<file path="src/rtl/zx_pkg.sv">
// Shared constants for the Z80 system slice: speed encodings, interrupt
// pulse default and a constant-evaluable clog2.
package zx_pkg;

  localparam logic [1:0] SPEED_1X = 2'd0;
  localparam logic [1:0] SPEED_2X = 2'd1;
  localparam logic [1:0] SPEED_4X = 2'd2;
  localparam logic [1:0] SPEED_8X = 2'd3;

  localparam int INT_LEN_DEF = 32;

  function automatic int clog2(input int v);
    int r;
    r = 0;
    for (int i = 0; i < 31; i++) begin
      if ((1 << i) < v) r = i + 1;
    end
    return r;
  endfunction

endpackage

</file>
<file path="src/rtl/ce_gen.sv">
// CPU phase-enable generator: free-running phase counter with latched speed
// and contention stretching of the last phase of a T-state.
module ce_gen
  import zx_pkg::*;
#(
  parameter int DIV = 8
) (
  input  logic       clock,
  input  logic       reset,
  input  logic [1:0] speed,
  input  logic       contend,
  output logic       cep,
  output logic       cen,
  output logic [1:0] speed_l
);

  localparam int CW = clog2(DIV);

  logic [CW-1:0] cnt;
  logic [CW-1:0] cnt_nxt;
  logic [CW-1:0] last;
  logic [CW-1:0] half_nxt;
  logic [1:0]    speed_nxt;
  logic          wrap;
  logic          stall;

  always_comb begin
    last      = CW'((DIV >> speed_l) - 1);
    wrap      = (cnt == last);
    stall     = wrap && contend;
    // Speed only changes at a T-state boundary, so the new period starts at 0.
    speed_nxt = (wrap && !stall) ? speed : speed_l;
    half_nxt  = CW'((DIV >> speed_nxt) >> 1);
    cnt_nxt   = cnt;
    if (!stall) cnt_nxt = wrap ? '0 : cnt + CW'(1);
  end

  always_ff @(posedge clock or posedge reset) begin
    if (reset) begin
      cnt     <= '0;
      cep     <= 1'b0;
      cen     <= 1'b0;
      speed_l <= SPEED_1X;
    end else begin
      cnt     <= cnt_nxt;
      speed_l <= speed_nxt;
      cep     <= wrap && !stall;
      // cen fires only on entry to the half point, so a stall never repeats it.
      cen     <= !stall && (cnt_nxt == half_nxt);
    end
  end

endmodule

</file>
<file path="src/rtl/cpu_ctl.sv">
// Z80 clock-enable, wait-state and frame-interrupt controller: wraps ce_gen
// and adds memory/I/O wait insertion plus a fixed-length int_n pulse.
module cpu_ctl
  import zx_pkg::*;
#(
  parameter int DIV      = 8,
  parameter int MEM_WAIT = 1,
  parameter int IO_WAIT  = 1,
  parameter int INT_LEN  = INT_LEN_DEF
) (
  input  logic       clock,
  input  logic       reset,
  input  logic [1:0] speed,
  input  logic       contend,
  input  logic       intreq,
  input  logic       mreq,
  input  logic       iorq,
  input  logic       m1,
  output logic       cep,
  output logic       cen,
  output logic       wait_n,
  output logic       int_n
);

  logic [1:0] speed_l;
  logic       iorq_q;
  logic       mreq_q;
  logic       io_edge;
  logic       mem_edge;
  logic       ack;
  logic [3:0] wcnt;
  logic [3:0] wcnt_nxt;
  logic [7:0] icnt;
  logic [7:0] icnt_nxt;

  ce_gen #(.DIV(DIV)) u_ce_gen (
    .clock   (clock),
    .reset   (reset),
    .speed   (speed),
    .contend (contend),
    .cep     (cep),
    .cen     (cen),
    .speed_l (speed_l)
  );

  always_comb begin
    // Interrupt acknowledge (m1 low) is excluded from I/O waits.
    io_edge  = cen && iorq_q && !iorq && m1;
    mem_edge = cen && mreq_q && !mreq;
    ack      = cen && !m1 && !iorq;

    wcnt_nxt = wcnt;
    if (wcnt != 4'd0) begin
      if (cep) wcnt_nxt = wcnt - 4'd1;
    end else if (io_edge) begin
      wcnt_nxt = 4'(IO_WAIT);
    end else if (mem_edge) begin
      wcnt_nxt = (speed_l != SPEED_1X) ? 4'(MEM_WAIT) : 4'd0;
    end

    icnt_nxt = icnt;
    if (intreq)                   icnt_nxt = 8'(INT_LEN);
    else if (ack)                 icnt_nxt = 8'd0;
    else if (cep && icnt != 8'd0) icnt_nxt = icnt - 8'd1;
  end

  always_ff @(posedge clock or posedge reset) begin
    if (reset) begin
      iorq_q <= 1'b1;
      mreq_q <= 1'b1;
      wcnt   <= 4'd0;
      icnt   <= 8'd0;
      wait_n <= 1'b1;
      int_n  <= 1'b1;
    end else begin
      if (cen) begin
        iorq_q <= iorq;
        mreq_q <= mreq;
      end
      wcnt   <= wcnt_nxt;
      icnt   <= icnt_nxt;
      wait_n <= (wcnt_nxt == 4'd0);
      int_n  <= (icnt_nxt == 8'd0);
    end
  end

endmodule
</file>
<file path="config.mk">
export PLATFORM = sky130hd
export DESIGN_NAME = cpu_ctl
export DESIGN_NICKNAME = d
export VERILOG_FILES = /design/src/rtl/zx_pkg.sv /design/src/rtl/ce_gen.sv /design/src/rtl/cpu_ctl.sv
export SDC_FILE = /design/constraint.sdc
export NUM_CORES = 1
export LEC_CHECK = 0
export BUFFER_PORTS_ARGS = -buffer_cell sky130_fd_sc_hd__buf_2
export CAP_MARGIN = 20
export CORE_AREA = 2 2 60 62
export CTS_BUF_LIST = sky130_fd_sc_hd__clkbuf_2
export CTS_CLUSTER_DIAMETER = 200
export DETAILED_ROUTE_END_ITERATION = 8
export DIE_AREA = 0 0 62 64
export HOLD_SLACK_MARGIN = 0.1
export PLACE_DENSITY = 0.67
export SETUP_SLACK_MARGIN = 0.2
export SYNTH_ARGS = -nofsm -noshare
export SYNTH_HDL_FRONTEND = slang
export SYNTH_SLANG_ARGS = --single-unit
</file>
<file path="constraint.sdc">
create_clock -name clock -period 1.8 [get_ports clock]
set_input_delay 0.09 -clock clock [delete_from_list [all_inputs] [get_ports clock]]
set_output_delay 0.09 -clock clock [all_outputs]
set_load 0.005 [all_outputs]
</file>
==> results.md, run 1 <==
- DRT Pass-1 Iters: 4
- Place WS: -0.0693 ns
- Fin. Hold Viols: 0
- Vias: approximately 1500
- Failing checks: setup timing
- Layout Nets: 241
- Most frequent cells in the layout: buf_4, nand2_1, dfrtp_1, buf_2, nor2_1
- Max Fanout on Critical Path: 6
- CP required: a little over 2 ns
- Routability-driven placement congestion ratio: 0.877
- Synth Register Bits: 23
- Final period utilization: 1.05
- Pwr Density: between 1500 and 2000 nW/um^2
- Rel. slew slack: 0.748
- Cells along the critical path: and4bb_4 -> mux2i_2 -> a22oi_2 -> inv_2 -> nor3_2 -> o311a_1 -> a211oi_2
- Endpoints failing setup: 2
- Clk_skew: between 0.006 and 0.007 ns
- Netlist cell types: 58
- Synth-to-Final Area Change: 47.8%
- Total GRT Usage: 0.219
- Total congestion overflow: 0
- First-pass GRT wire length: ~6500 um
- Crit. End Element: flip-flop
- Net Count, Synth: between 150 and 200
- Sw power: approximately 1.7 mW
- P_int: around 2.2 mW
- Layout Cells excl Fill: ~270
- CP Buf/Inv Count: 1
- Root buf cell: clkbuf_2
- Drt drc: 0
- # diodes: 0
- Warnings from Yosys: 0
- Post-synth top area cell: dfrtp_1
- Initial Util: 0.469
- Share of total power in the clock network: 0.051
- Core Area: between 3000 and 4000 sq um
- Row count: 21
- Routed vias/inst: 5.55
- Port Buffers: 12
- DR WL/cell: approximately 17 um
- Die area: between 3000 and 4000 sq um
- Switch share: 0.430
- Top_reg_cell synth: dfrtp_1
- Reg clk slew, reported paths: 0.20 ns
- CTS Buffer Depth: 2
- WHS: roughly 0.16 ns
- Combinational power share: 0.692
- Mapped Area: around 1500 sq um
- Post-DP HPWL: approximately 2600 um
- Largest net degree at the start of global routing: 24
- Max Slew Vio Count: 0
- Max cap viols: 0
- Delay-heaviest family, CP: compound AO/OA/AOI/OAI gates
- Syn Area/Cell: just over 9 sq um
- Max stage delay on crit path: between 0.4 and 0.5 ns
- Arrival @ worst endpoint: about 2.2 ns
- Hold WC Path Type: in2reg
- Synth top area cells: dfrtp_1, dfstp_2, nand2_1, nor2_1, ha_1
- Total Power: slightly below 4 mW
- Fmax: around 0.53 GHz
- Critical path type: reg2reg
- CTS Buf Count: 3
- Worst VDD drop: around 0.92 mV
- Run status: finished with violations
- Fin Setup TNS: -0.163 ns
- CTS tree: built
- RSZ-0062 raised after global routing: yes
- Detailed Route WL: 4520 um
- Crit-path slowest cell: dfrtp_2
- Post-route antenna net violation count: 0
- Slew @ Worst Pin: about 0.37 ns
- Share of cells above drive strength 1: 0.533
- EDFF count, synth: 0
- Min cycle time layout: around 1.9 ns
- Syn Inst Count: ~170
- Clk sinks: 23
- Die width: 62 um
- Setup crit start kind: flip-flop
- Vias in the first global route: approximately 1500
- Post-synth top area share: 0.309
- Die Y-Extent: approximately 64 um
- Dpl cells: between 200 and 250
- Post-layout worst setup margin: -0.0872 ns
- Initial antenna violation count: 0
- Seq/Total Area, Yosys: 0.377
- Synth async-reset ratio: 1.00
- Seq pwr share: 0.257
- 1st-iter DRT viols: 48
- Lkg Pwr: roughly 0.98 nW
- # IOs: 13
- CTS H-tree lvls: 1
- Commonest non-fill, non-tap cell in the layout: buf_4
- Clock Latency Late Sink: 0.33 ns
## power by group through the flow
stage	Clock, mW	Combinational [mW]	Sequential (mW)
floorplan	0	1.32	0.901
global placement	0	1.72	0.967
detailed placement	0	1.76	0.973
CTS	0.206	2.10	0.973
global route	0.229	2.89	1.02
finish	0.197	2.67	0.989
## per-layer routing
metal  GRT usage  part of all wire  vias up  wire length, um
met5           0                 0        -                0
met4      0.0372            0.0073        0               33
met3      0.0445             0.031        6              138
met2       0.384              0.55       33             2500
met1       0.271              0.41      750             1850
li1            -                 -      726                -
## synthesized netlist by cell type, types with 2 or more instances
cell,n
a22oi_2,2
buf_2,4
nand2b_1,5
nor3b_1,2
nand2_1,19
buf_6,2
o311a_1,2
a31oi_1,3
a211oi_2,2
a21oi_1,8
o21ai_1,2
dfstp_2,4
nand3b_1,2
mux2i_1,3
xor2_1,4
dfrtp_1,19
nor2_1,14
ha_1,4
nand4_1,2
mux2_2,3
inv_1,10
nor4_1,3
nand3_1,4
nor2b_1,4
o21ai_0,7
## sequential cells by signal, indices dropped and copies added, names as in the netlist
| signal | flops |
|---|---|
| u_ce_gen.cnt | 3 |
| u_ce_gen.cen | 1 |
| mreq_q | 1 |
| u_ce_gen.cep | 1 |
| wcnt | 4 |
| iorq_q | 1 |
| icnt | 8 |
| int_n | 1 |
| wait_n | 1 |
| u_ce_gen.speed_l | 2 |
## timing repair
item / in CTS / in global routing
pin swaps: 15 / 21
hold buffers: 5 / 0
setup buffers: 12 / 15
endpoints found under the setup margin: 9 / 12
gates resized for setup: 26 / 28
hold endpoints to repair: 28 / 0
## final timing paths
| path | from | end | slack (ns) | depth (start not counted) |
|---|---|---|---|---|
| max | u_ce_gen.speed_l[0] | u_ce_gen.cen | -0.09 | 7 |
| min | speed[0] | u_ce_gen.speed_l[0] | 0.16 | 4 |
| max reg2reg | u_ce_gen.speed_l[0] | u_ce_gen.cen | -0.09 | 7 |
| min reg2reg | icnt[1] | icnt[1] | 0.61 | 2 |
| max in group asynchronous | reset | int_n | 1.21 | 4 |
| min in group asynchronous | reset | u_ce_gen.cep | 0.31 | 4 |
## per-stage QoR
step                      instance area [sq um]   util
after CTS                                  2040  0.622
after detailed placement                   1780  0.541
final                                      2280  0.693
after floorplan                            1560      -
after global placement                     1780  0.541
after global routing                       2280  0.693
## worst reg2reg max path: stages, from the launching register on
cell and delay (ns):
dfrtp_2 0.49, and4bb_4 0.39, mux2i_2 0.23, a22oi_2 0.12
inv_2 0.07, nor3_2 0.04, o311a_1 0.34, a211oi_2 0.14
## logic make-up after synthesis
group           synth area share
fa+ha+maj                 0.0325
flops                      0.377
simple gates               0.246
mux                       0.0512
compound gates             0.208
buf+inv                   0.0569
xor+xnor                  0.0284
## layout make-up
class	count	area (sq um)
clock buffer	3	15.0
clock inverter	1	5.00
fill	239	1010
inverter	11	41.3
multi-input combinational	126	1080
sequential	23	589
tap	46	57.6
timing repair buffer	63	483
Power figures use the tool's default switching activity.
==> inputs of run 2 (changes only) <==
Settings changed: BUFFER_PORTS_ARGS -buffer_cell sky130_fd_sc_hd__buf_2 to -buffer_cell sky130_fd_sc_hd__buf_4.
==> run 2 against run 1 <==
The run still ends with setup timing left; routed wire length decreased by 21%; clock-buffer cell count unchanged; total power fell by 8.8%; utilization is 3.6 points lower; hold slack improved by 0.13 ns; clock skew increased by 0.019 ns; global-route usage down 1.8 points; highest routed layer unchanged.
==> results.md, run 2 (same netlist as run 1, synthesis figures left out) <==
- Setup crit start kind: flip-flop
- Sw power: between 1 and 1.5 mW
- Clk sinks: 23
- Total Power: 3.52 mW
- Commonest non-fill, non-tap cell in the layout: buf_4
- Hold WC Path Type: in2async
- DRT Pass-1 Iters: 4
- Max FFs per register: 8
- Fin Setup TNS: -0.0313 ns
- Routed vias/inst: approximately 5.5
- Run status: finished with violations
- Row count: 21
- P_int: approximately 2.0 mW
- Fmax: 0.546 GHz
- # diodes: 0
- RSZ-0062 raised after global routing: yes
- Biggest regs: icnt (8), wcnt (4), u_ce_gen.cnt (3)
- Seq pwr share: 0.290
- Root buf cell: clkbuf_2
- Layout Nets: 228
- Clock Latency Late Sink: roughly 0.34 ns
- Switch share: 0.422
- Place WS: -0.0392 ns
- Initial antenna violation count: 0
- Initial Util: 0.469
- Lkg Pwr: approximately 0.9 nW
- Max Fanout on Critical Path: 8
- Slew @ Worst Pin: roughly 0.36 ns
- Vias: between 1000 and 1500
- 1st-iter DRT viols: 75
- Final period utilization: 1.02
- Design Area, Final: 2160 sq um
- CTS Buf Count: 3
- Post-layout worst setup margin: -0.0313 ns
- Pwr Density: 1630 nW/um^2
- Crit. End Element: flip-flop
- Total congestion overflow: 0
- # IOs: 13
- Most frequent cells in the layout: buf_4, nand2_1, dfrtp_1
- Reg clk slew, reported paths: between 0.2 and 0.25 ns
- Core Area: 3280 sq um
- First-pass GRT wire length: just over 6000 um
- Detailed Route WL: around 3600 um
- Layout Cells excl Fill: 260
- Max stage delay on crit path: between 0.4 and 0.5 ns
- Vias in the first global route: approximately 1400
- Critical path type: reg2reg
- CTS H-tree lvls: 1
- Synth-to-Final Area Change: 40.0%
- DR WL/cell: about 14 um
- CTS Buffer Depth: 2
- Fillers: roughly 260
- Clk_skew: ~0.025 ns
- Placed Area: 1810 sq um
- Port Buffers: 12
- Max cap viols: 0
- Min cycle time layout: 1.83 ns
- Die width: 62 um
- Cells along the critical path: buf_4 -> nor3b_4 -> a22oi_2 -> o211ai_1 -> o311a_1 -> a211oi_2
- Largest Register: icnt
- Rel. slew slack: 0.755
- Endpoints failing setup: 1
- Max Slew Vio Count: 0
- Dpl cells: between 200 and 250
- Worst VDD drop: ~0.95 mV
- CP required: approximately 2.1 ns
- Total GRT Usage: 0.200
- Fin. Hold Viols: 0
- Routability-driven placement congestion ratio: between 0.9 and 1
- Die area: a little under 4000 sq um
- CTS tree: built
- Crit-path slowest cell: dfrtp_1
- Combinational power share: 0.651
- Failing checks: setup timing
- Die Y-Extent: about 64 um
- Largest net degree at the start of global routing: 24
- Post-DP HPWL: around 2600 um
- Share of total power in the clock network: 0.059
- Arrival @ worst endpoint: 2.12 ns
- Share of cells above drive strength 1: 0.425
- Drt drc: 0
- Post-route antenna net violation count: 0
-- run 2: cell types whose count changed in the layout (fill, tap and decap cells not counted), sizes merged --
| cell | delta |
|---|---|
| clkbuf | -1 |
| dlygate4sd3 | +3 |
| clkinv | -1 |
| buf | -15 |
| clkinvlp | +1 |
-- run 2: final timing paths --
kind                                      from      endpoint  slack (ns)  depth (start not counted)
setup / recovery           u_ce_gen.speed_l[1]  u_ce_gen.cen       -0.03                          6
hold / removal                           reset       wcnt[3]        0.29                          4
setup reg to reg           u_ce_gen.speed_l[1]  u_ce_gen.cen       -0.03                          6
hold reg to reg                        wcnt[0]       wcnt[0]        0.61                          2
max in group asynchronous                reset         int_n        1.20                          4
min in group clock                     contend  u_ce_gen.cep        0.52                          3
-- run 2: stage by stage --
| step | util | hold slack [ns] |
|---|---|---|
| after floorplan | - | 0.0890 |
| after global placement | 0.552 | 0.143 |
| after detailed placement | 0.552 | 0.150 |
| after CTS | 0.628 | 0.279 |
| after global routing | 0.657 | 0.276 |
| final | 0.657 | 0.290 |
-- run 2: worst max-delay path, delay by kind of cell (launching register included) --
| family | cells | cell delay, ns |
|---|---|---|
| DFF | 1 | 0.48 |
| and+or+nand+nor | 1 | 0.16 |
| buffers and inverters | 1 | 0.18 |
| AOI/OAI and AO/OA | 4 | 0.96 |
-- run 2: cell type report --
class / count / area [sq um] / area share
multi-input combinational: 126 / 1040 / 0.484
sequential: 23 / 586 / 0.271
timing repair buffer: 50 / 407 / 0.189
tap: 46 / 57.6 / 0.0267
inverter: 11 / 41.3 / 0.0191
clock buffer: 3 / 15.0 / 0.00696
clock inverter: 1 / 7.51 / 0.00348
-- run 2: metal layers --
layer | global-route usage | share of wire | vias to the layer above
met1 | 0.267 | 0.42 | 690
met3 | 0.0445 | 0.044 | 2
met4 | 0.0266 | 0.0039 | 0
li1 | - | - | 695
met5 | 0 | 0 | -
met2 | 0.335 | 0.53 | 40
-- run 2: what timing repair did --
| item | in CTS | in global routing |
|---|---|---|
| hold buffers | 8 | 0 |
| endpoints found under the hold margin | 31 | 0 |
| gates resized for setup | 22 | 13 |
| pin swaps | 6 | 2 |
| setup endpoints to repair | 5 | 11 |
| buffers inserted | 6 | 4 |
-- run 2: power groups by stage --
stage	Clock, mW	Combinational (mW)	Sequential (mW)
after floorplan	0	1.32	0.901
after CTS	0.219	2.08	0.991
after global routing	0.248	2.53	1.05
after global placement	0	1.76	0.963
after detailed placement	0	1.79	0.978
final	0.208	2.29	1.02
==> inputs of run 3 (changes only) <==
Settings changed: RECOVER_POWER set to 100.
==> run 3 against run 2 <==
Register-to-register slack about the same; clock skew about the same; highest routed layer unchanged; routed wire length about the same; global-route usage unchanged; critical endpoint unchanged; maximum frequency about the same; utilization down 0.69 points; the run still ends with setup timing left; critical path type unchanged.
==> results.md, run 3 (same netlist as run 1, synthesis figures left out) <==
- Run status: finished with violations
- Failing checks: setup timing
- Fillers: 262
- Setup crit start kind: flip-flop
- Delay-heaviest family, CP: compound AO/OA/AOI/OAI gates
- Pwr Density: about 1600 nW/um^2
- Routability-driven placement congestion ratio: 0.903
- CP required: 2.09 ns
- Commonest non-fill, non-tap cell in the layout: buf_4
- Share of cells above drive strength 1: 0.411
- Combinational power share: 0.648
- Switch share: 0.423
- Core Area: about 3300 sq um
- Max stage delay on crit path: between 0.5 and 0.6 ns
- Initial antenna violation count: 0
- Die Y-Extent: 64 um
- Post-route antenna net violation count: 0
- 1st-iter DRT viols: 74
- Root buf cell: clkbuf_2
- Place WS: -0.0392 ns
- Most frequent cells in the layout: buf_4, nand2_1, dfrtp_1
- Rel. slew slack: 0.206
- Path depth of the worst reg2reg path: 7
- FF+latch area: around 590 sq um
- Fmax: ~0.55 GHz
- WHS Path Cells: 3
- Max cap viols: 0
- Worst reg2reg endpoint: u_ce_gen.cen
- Synth-to-Final Area Change: 38.6%
- Sw power: 1.47 mW
- Crit-path slowest cell: dfrtp_2
- Clk sinks: 23
- Cells along the critical path: and4bb_4 -> mux2i_1 -> a22oi_2 -> inv_2 -> nor3_1 -> o311a_1 -> a211oi_2
- DRT Pass-1 Iters: 4
- Total GRT Usage: 0.200
- Critical path type: reg2reg
- Fin Setup TNS: -0.0312 ns
- Routed vias/inst: approximately 5.5
- Biggest regs: icnt (8), wcnt (4), u_ce_gen.cnt (3)
- Reg2reg start: u_ce_gen.speed_l[0]
- # IOs: 13
- Lkg Pwr: between 0.8 and 0.9 nW
- Clk_skew: around 0.025 ns
- Met3 wire length: 163 um
- Max Slew Vio Count: 0
- Arrival @ worst endpoint: 2.12 ns
- Die width: between 60 and 70 um
- Post-layout worst setup margin: -0.0312 ns
- Endpoints failing setup: 1
- CTS Buffer Depth: 2
- DR top layer: met4
- Hold WC Path Type: in2reg
- DR WL/cell: approximately 14 um
- Port Buffers: 12
- Slew @ Worst Pin: roughly 1.2 ns
- Max Fanout on Critical Path: 6
- Post-DP HPWL: 2580 um
- Hold endpoint: u_ce_gen.cep
- Reg clk slew, reported paths: around 0.23 ns
- RSZ-0062 raised after global routing: yes
- Detailed Route WL: between 3000 and 4000 um
- First-pass GRT wire length: between 6000 and 7000 um
- Met1 wire length: around 1500 um
- CTS tree: built
- Vias in the first global route: about 1400
- Share of total power in the clock network: 0.060
- Crit. End Element: flip-flop
- Total congestion overflow: 0
- Drt drc: 0
- Met2 routed WL: approximately 1900 um
- Max FFs per register: 8
- CTS H-tree lvls: 1
- Total Power: approximately 3.5 mW
- P_int: 2.01 mW
- CP Buf/Inv Count: 1
- Row count: 21
- Seq pwr share: 0.292
- Vias: between 1000 and 1500
- Reg2Reg Setup Slack: -0.03 ns
- Area of the multi-input gates: a little over 1000 sq um
- Die area: ~4000 sq um
- Final period utilization: 1.02
- Initial Util: 0.469
- Largest Register: icnt
- # diodes: 0
- Min cycle time layout: approximately 1.8 ns
- Worst VDD drop: ~0.95 mV
- Layout Nets: around 230
- Clock Latency Late Sink: roughly 0.34 ns
- Largest net degree at the start of global routing: 24
- Fin. Hold Viols: 0
- Worst Hold Launch: contend
- Core Util, Final: 0.650
- CTS Buf Count: 3
## run 3: cell types whose count changed in the layout (fill, tap and decap cells not counted), sizes merged
cell,previous run,this run
clkbuf,3,8
buf,42,37
## run 3: cell type report
| type | count | area share |
|---|---|---|
| multi-input cells | 126 | 0.480 |
| flip-flops and latches | 23 | 0.274 |
| repair buffers | 50 | 0.189 |
| well taps | 46 | 0.0270 |
| inverters | 11 | 0.0193 |
| clock buffers | 3 | 0.00703 |
| clock inverters | 1 | 0.00352 |
## run 3: worst max path at each step
stage / from / endpoint / slack [ns] / cells after the start
after floorplan: u_ce_gen.speed_l[1] / u_ce_gen.cen / 0.10 / 7
after global placement: u_ce_gen.cnt[1] / u_ce_gen.cen / 0.01 / 7
after detailed placement: u_ce_gen.cnt[0] / u_ce_gen.cen / -0.04 / 7
after CTS: u_ce_gen.speed_l[0] / u_ce_gen.cen / -0.05 / 6
after global routing: u_ce_gen.speed_l[0] / u_ce_gen.cen / -0.12 / 7
final: u_ce_gen.speed_l[0] / u_ce_gen.cen / -0.03 / 7
## run 3: through the flow
| stage | hold WS (ns) | instance area (sq um) | cells |
|---|---|---|---|
| after floorplan | 0.0890 | 1560 | 167 |
| after global placement | 0.143 | 1810 | 238 |
| after detailed placement | 0.150 | 1810 | 238 |
| after CTS | 0.279 | 2060 | 256 |
| after global routing | 0.471 | 2130 | 260 |
| final | 0.525 | 2130 | 260 |
## run 3: power by group through the flow
stage | Clock (mW) | Sequential (mW) | Combinational, mW
5_1_grt | 0.248 | 1.05 | 2.49
3_5_place_dp | 0 | 0.978 | 1.79
4_1_cts | 0.219 | 0.991 | 2.08
3_3_place_gp | 0 | 0.963 | 1.76
6_report | 0.208 | 1.02 | 2.25
2_1_floorplan | 0 | 0.901 | 1.32
## run 3: repair_timing
action,4_1_cts,5_1_grt
setup buffers,6,4
pin swaps,6,2
gates resized for setup,22,13
setup endpoints to repair,5,11
hold buffers,8,0
hold endpoints to repair,31,0
## run 3: worst reg2reg max path, stage by stage (launching register included)
cell	delay [ns]
dfrtp_2	0.51
and4bb_4	0.36
mux2i_1	0.22
a22oi_2	0.11
inv_2	0.08
nor3_1	0.05
o311a_1	0.31
a211oi_2	0.14
## run 3: per-layer routing
| layer | global-route usage | vias to the layer above |
|---|---|---|
| met3 | 0.0445 | 2 |
| li1 | - | 694 |
| met1 | 0.267 | 691 |
| met4 | 0.0266 | 0 |
| met2 | 0.335 | 41 |
| met5 | 0 | - |
